File: config.mk
export PLATFORM = sky130hd
export DESIGN_NAME = rca_nibble_sequencer
export DESIGN_NICKNAME = d
export VERILOG_FILES = /design/src/rtl/rca_nibble_sequencer.sv
export SDC_FILE = /design/constraint.sdc
export NUM_CORES = 1
export LEC_CHECK = 0
export BUFFER_PORTS_ARGS = -buffer_cell sky130_fd_sc_hd__buf_4
export CAP_MARGIN = 10
export CORE_ASPECT_RATIO = 1.25
export CORE_MARGIN = 2
export CORE_UTILIZATION = 52
export CTS_CLUSTER_DIAMETER = 30
export CTS_CLUSTER_SIZE = 24
export DETAILED_ROUTE_END_ITERATION = 10
export MAX_ROUTING_LAYER = met4
export PLACE_DENSITY = 0.81
export SLEW_MARGIN = 20
export SYNTH_ARGS = -nofsm -noshare
export SYNTH_HDL_FRONTEND = slang
export SYNTH_SLANG_ARGS = --single-unit
File: constraint.sdc
create_clock -name clk -period 5.04 [get_ports clk]
set_input_delay 0.504 -clock clk [delete_from_list [all_inputs] [get_ports clk]]
set_output_delay 0.504 -clock clk [all_outputs]
set_load 0.1 [all_outputs]
File: src/rtl/rca_nibble_sequencer.sv
// rtl/rca_nibble_sequencer.sv - multi-cycle WIDTH-bit adder on one shared 4-bit ripple-carry slice
// Optional subtract mode: define RCA_SEQ_SUB_EN to add the sub port.
module rca_nibble_sequencer #(
  parameter int WIDTH = 16
) (
  input  logic             clk,
  input  logic             rst,
  input  logic             in_valid,
  output logic             in_ready,
  input  logic [WIDTH-1:0] a,
  input  logic [WIDTH-1:0] b,
  input  logic             cin,
`ifdef RCA_SEQ_SUB_EN
  input  logic             sub,
`endif
  output logic             out_valid,
  input  logic             out_ready,
  output logic [WIDTH-1:0] sum,
  output logic             cout,
  output logic             busy
);

  localparam int NIBBLES = WIDTH / 4;
  localparam int IDXW    = (NIBBLES > 1) ? $clog2(NIBBLES) : 1;
  localparam logic [IDXW-1:0] LAST_IDX = IDXW'(NIBBLES - 1);

  typedef enum logic [1:0] {
    IDLE = 2'd0,
    RUN  = 2'd1,
    DONE = 2'd2
  } state_t;

  state_t            state;
  logic [WIDTH-1:0]  a_r;
  logic [WIDTH-1:0]  b_r;
  logic              carry;
  logic [IDXW-1:0]   idx;

  logic [3:0]        a_nib;
  logic [3:0]        b_nib;
  logic [4:0]        slice_res;
  logic              accept;

  assign in_ready = (state == IDLE) & ~rst;
  assign busy     = (state != IDLE);
  assign accept   = in_valid & in_ready;

  // The one shared ripple-carry slice: operand nibble idx plus the carry from the previous pass.
  always_comb begin
    a_nib     = a_r[idx*4 +: 4];
    b_nib     = b_r[idx*4 +: 4];
    slice_res = {1'b0, a_nib} + {1'b0, b_nib} + {4'b0000, carry};
  end

  always_ff @(posedge clk) begin
    if (rst) begin
      state     <= IDLE;
      a_r       <= '0;
      b_r       <= '0;
      carry     <= 1'b0;
      idx       <= '0;
      sum       <= '0;
      cout      <= 1'b0;
      out_valid <= 1'b0;
    end else begin
      case (state)
        IDLE: begin
          if (accept) begin
            a_r <= a;
`ifdef RCA_SEQ_SUB_EN
            // Subtraction as a + ~b + 1; b is stored pre-inverted so the slice stays an adder.
            b_r   <= sub ? ~b : b;
            carry <= sub ? 1'b1 : cin;
`else
            b_r   <= b;
            carry <= cin;
`endif
            idx   <= '0;
            sum   <= '0;
            state <= RUN;
          end
        end
        RUN: begin
          sum[idx*4 +: 4] <= slice_res[3:0];
          carry           <= slice_res[4];
          idx             <= idx + 1'b1;
          if (idx == LAST_IDX) begin
            cout      <= slice_res[4];
            out_valid <= 1'b1;
            state     <= DONE;
          end
        end
        DONE: begin
          if (out_ready) begin
            out_valid <= 1'b0;
            state     <= IDLE;
          end
        end
        default: begin
          out_valid <= 1'b0;
          state     <= IDLE;
        end
      endcase
    end
  end

endmodule

# Word-level counts from Yosys, hierarchy flattened
# Cells that the tools add are included.
word_totals:
  regBits: 55
  in_bits: 37
  output_inout_bits: 20
op_classes:
  n_addsub: 4
  n_eq_ne: 6
  n_shift: 4
  n_mux: 14
  bitwise: 4
  n_reduce_logical: 8
ops:
  columns: ["op", "n"]
  rows:
  - ["4-bit negator with 34-bit output", 1]
  - ["4-bit by 34-bit variable shift with 16-bit output (first input constant)", 1]
  - ["4-bit by 34-bit variable part select with 16-bit output", 1]
  - ["16-bit one-hot mux with 2 select lines", 1]
  - ["16-bit by 5-bit variable part select with 4-bit output", 2]
  - ["16-bit bitwise mux", 1]
  - ["16-bit 2-to-1 mux", 1]
  - ["2-bit 2-to-1 mux", 4]
  - ["2-bit != test (second input constant)", 3]
  - ["2-bit one-hot mux with 3 select lines", 1]
  - ["2-bit AND reduction", 3]
  - ["3-bit AND reduction", 2]
  - ["4-bit by 4-bit adder with 5-bit output", 1]
  - ["5-bit by 1-bit adder with 5-bit output", 1]
  - ["2-bit == test (second input constant)", 2]
  - ["2-bit one-hot mux with 2 select lines", 1]
  - ["2-bit nonzero test", 2]
  - ["1-bit 2-to-1 mux", 3]
  - ["1-bit one-hot mux with 3 select lines", 1]
  - ["2-bit by 1-bit adder with 2-bit output (second input constant)", 1]
  - ["1-bit AND", 2]
  - ["2-bit by 1-bit == test with 1-bit output (second input constant)", 1]
  - ["2-bit logical NOT", 1]
  - ["1-bit inverter", 2]
  - ["1-bit one-hot mux with 2 select lines", 1]

# Depth between registers and ports, before layout
logic_depth:
  ltp_word: 6
  mapped_depth: 7
  depth_no_buf: 6

# Least setup slack after synthesis
# Ideal clock, no wire load.
synth_timing:
  path_kind: "flip-flop to output port"
  from: "register state[1]"
  to: "output in_ready"
  arrival_ps: 2375
  path_slack_ps: 2161
  stages_incl_launch_ff: 4
  cell_sequence: "dfxtp_1 buf_2 or2_2 nor2_1"
synth_between:
  elab_chain_len: 2
synth_rtl:
  columns: ["element", "line", "rtl"]
  rows:
  - ["from (decl)", "33", "state_t state;"]
  - ["from (signal assigned)", "57", "state <= IDLE;"]
  - ["from (signal assigned)", "80", "state <= RUN;"]
  - ["from (signal assigned)", "90", "state <= DONE;"]
  - ["2-bit logical NOT", "44", "assign in_ready = (state == IDLE) & ~rst;"]
  - ["1-bit AND", "44", null]
  - ["to (decl)", "9", "output logic in_ready,"]
# Every way passes these cells.

# Worst setup path after layout
layout_timing:
  from: "register idx[0]"
  to: "register cout"
layout_between:
  elab_chain_len: 3
layout_rtl:
  columns: ["element", "line", "rtl"]
  rows:
  - ["from (decl)", "37", "logic [IDXW-1:0] idx;"]
  - ["from (signal assigned)", "86", "idx <= idx + 1'b1;"]
  - ["16-bit by 5-bit variable part select with 4-bit output (on tied branches)", "50, 51", null]
  - ["4-bit by 4-bit adder with 5-bit output", "52", "slice_res = {1'b0, a_nib} + {1'b0, b_nib} + {4'b0000, carry};"]
  - ["5-bit by 1-bit adder with 5-bit output", "52", null]
  - ["to (signal assigned)", "88", "cout <= slice_res[4];"]
  - ["to (decl)", "19", "output logic cout,"]
# Several ways; a longest one is shown, not always the timed one.
# A chain may end at the register's enable or synchronous reset.

==> metrics.md <==
| Metric | Value |
|---|---|
| Slew Limit Fails | 0 |
| Combinational power share | 18.1% |
| Worst EP arrival | 3.06 ns |
| Flop pwr share | roughly 55% |
| DP HPWL | between 3 and 4 mm |
| CP required | 5.20 ns |
| TritonCTS clock tree | built |
| Drt total wl | around 5.1 mm |
| DR vias | 2016 |
| Fill count | 422 |
| Root buffer cell | clkbuf_8 |
| Clock buffer depth | 2 |
| All-Layer GR Usage | 21.12% |
| Hold Path Class | input pin to flip-flop |
| GR Util met1 | between 20% and 30% |
| Gr busiest metal | met2 |
| Worst hold margin | just under 0.4 ns |
| Cells after synthesis | 268 |
| Setup CP Type | flip-flop to flip-flop |
| Syn_nets | 314 |
| Max Fanout on Critical Path | 13 |
| I/O Pins | 57 |
| Syn-to-layout area delta | 18.70% |
| Switching Share | 27.84% |
| Post-DR wirelength/cell | between 10 and 15 um |
| Core Region | 4695 sq um |
| Initial antenna violation count | 0 |
| CP top delay family | adder cells |
| P per Cell Area | around 290 nW/um^2 |
| Seq/Total Area, Yosys | 43.54% |
| Placer Congestion | 0.8013 |
| Cell variety after synth | 34 |
| Synth top cells by count | dfxtp_1, nand2_1, nand2b_1, o21ai_1, nor2_1 |
| Power Internal | 0.6240 mW |
| Post-Syn Area | 2529 sq um |
| Routed Antenna Nets | 0 |
| Largest net degree at the start of global routing | 69 |
| Die X | 66.37 um |
| Post-synthesis register bit count | 55 |
| First-pass GRT wire length | 8.666 mm |
| Fmax | 345.6 MHz |
| Most used cell, CP | fa_1 |
| Setup Fix Bufs, Post-CTS | 0 |
| DRT Pass-1 Iters | 5 |
| CP Launch Type | flip-flop |
| Yosys warns | 0 |
| Ant. Diodes | 0 |
| Clk pwr share | 26.8% |
| Peak supply drop | 0.2291 mV |
| Met2 Use GR | 36.40% |
| Via count of the first global-routing pass | 1965 |
| Final setup fails | 0 |
| CP max stage cell | dfxtp_1 |
| Post-CTS Resized | 0 |
| Post-route insts no fill | 375 |
| Primary FF master, synth | dfxtp_1 |
| Num CTS Buffers | 5 |
| Die height | a little over 80 um |
| RSZ-0062 raised after global routing | no |
| Setup crit end kind | flip-flop |
| Ranking of synthesized cells by area | dfxtp_1, nand2b_1, mux4_2 |
| Worst-margin pin slew | about 0.72 ns |
| Status | finished clean |
| Clk_skew | 0.01225 ns |
| GR Util met3 | 3.836% |
| Initial Util | 53.86% |
| Post-synth top area share | 43.54% |
| Final Hold Vio Count | 0 |
| Number of nets in the layout | 360 |
| Drt first-iter violations | 142 |
| GRT overflow | 0 |
| IO Port Bufs | between 50 and 60 |
| Max Cap Violations | 0 |
| Vias per cell | 5.376 |
| Row cnt | 28 |
| Worst-Skew Late Latency | roughly 0.30 ns |
| Buf/Inv on CP | 0 |
| Max_slew headroom | 51.69% |
| Critical path's largest stage delay | about 0.80 ns |
| Leakage power | 1.233 nW |
| Avg Cell Area, Syn | 9.435 sq um |
| Most frequent cell after synthesis | dfxtp_1 |
| Number of synthesized flops with an enable pin | 0 |
| Final cycle utilization of the critical path | between 50% and 60% |
| CP cell instances | mux4_2 -> fa_1 -> fa_1 -> a21o_1 -> a21oi_1 -> a311oi_1 |
| Switching pwr | 0.2408 mW |
| # clock sinks | 55 |
| Share of post-route cells with drive strength above 1 | 25.08% |
| Die Area | 5440 sq um |
| Synth area leader | dfxtp_1 |
| Dpl cells | 367 |
| Htree depth | 2 |
| Fin Setup TNS | 0 ns |
| Drt drc | 0 |
| Async S/R FF share, synth | 0% |
| Min Tclk post-route | roughly 2.9 ns |
| Clock-pin slew on the worst setup and hold paths | 0.10 ns |
| CTS Hold Bufs | 0 |
-- cells by family after synthesis --
family,share of synthesized area (%)
AOI/OAI and AO/OA,15.64
xor gates and xnor gates,0.3464
adders and majority gates,5.047
and+or+nand+nor,23.06
DFF,43.54
buffers and inverters,4.849
muxes,7.521
-- routing by layer --
metal  vias up  wire [um]
li1       1021          -
met1       925       2162
met2        54       2578
met3        16        217
met4         0        142
met5         -          0
-- tightest hold or removal path, delay by kind of cell --
family	cells	cell delay (ns)
AOI/OAI and AO/OA	1	0.05
buffers and inverters	1	0.08
and+or+nand+nor	1	0.04
-- sequential cells by signal, indices dropped and copies added (netlist names) --
name and count:
a_r 16, b_r 16, sum 16, idx 2
state 2, carry 1, cout 1, out_valid 1
-- final timing paths --
kind / start / endpoint / slack, ns / cells after the start
max: idx[0] / cout / 2.15 / 6
min: a[4] / a_r[4] / 0.40 / 3
max reg2reg: idx[0] / cout / 2.15 / 6
min reg2reg: b_r[11] / b_r[11] / 0.47 / 2
-- power groups by stage --
stage	Clock (mW)	Sequential [mW]	Combinational, mW
CTS	0.235	0.477	0.157
floorplan	0	0.491	0.107
finish	0.232	0.476	0.156
detailed placement	0	0.487	0.156
global route	0.251	0.480	0.171
global placement	0	0.486	0.153
-- placed cells by master, fill, tap and decap left out, types with 2 or more instances in the layout --
cell type   n
clkbuf_1    2
a21oi_1     5
nor4b_4     2
nand2b_1   33
or2_2       2
a32oi_1     4
buf_4      57
o21ai_1    32
inv_1       2
clkbuf_8    5
a21o_1      6
dfxtp_1    55
nor2b_1     2
fa_1        2
nand2_1    37
a211oi_1    2
ha_1        7
nor2_1     24
a22oi_1    13
mux4_2      8
nor3_1      3
-- cell type report --
cell class	count	area (sq um)	area share [%]
Inverter	3	11.26	0.3752
Clock buffer	7	76.32	2.543
Timing Repair Buffer	57	427.9	14.26
Multi-Input combinational cell	192	1305	43.48
Clock inverter	1	5.005	0.1667
Tap cell	60	75.07	2.501
Sequential cell	55	1101	36.68
-- per-stage QoR --
| stage | area (sq um) | setup slack [ns] | util, % | power (mW) |
|---|---|---|---|---|
| 2_1_floorplan | 2529 | 2.161 | - | 0.5974 |
| 3_3_place_gp | 2920 | 2.195 | 62.21 | 0.6389 |
| 3_5_place_dp | 2920 | 2.125 | 62.21 | 0.6426 |
| 4_1_cts | 3002 | 2.113 | 63.94 | 0.8684 |
| 5_1_grt | 3002 | 1.914 | 63.94 | 0.9023 |
| 6_report | 3002 | 2.147 | 63.94 | 0.8648 |
(Power assumes the default switching activity.)
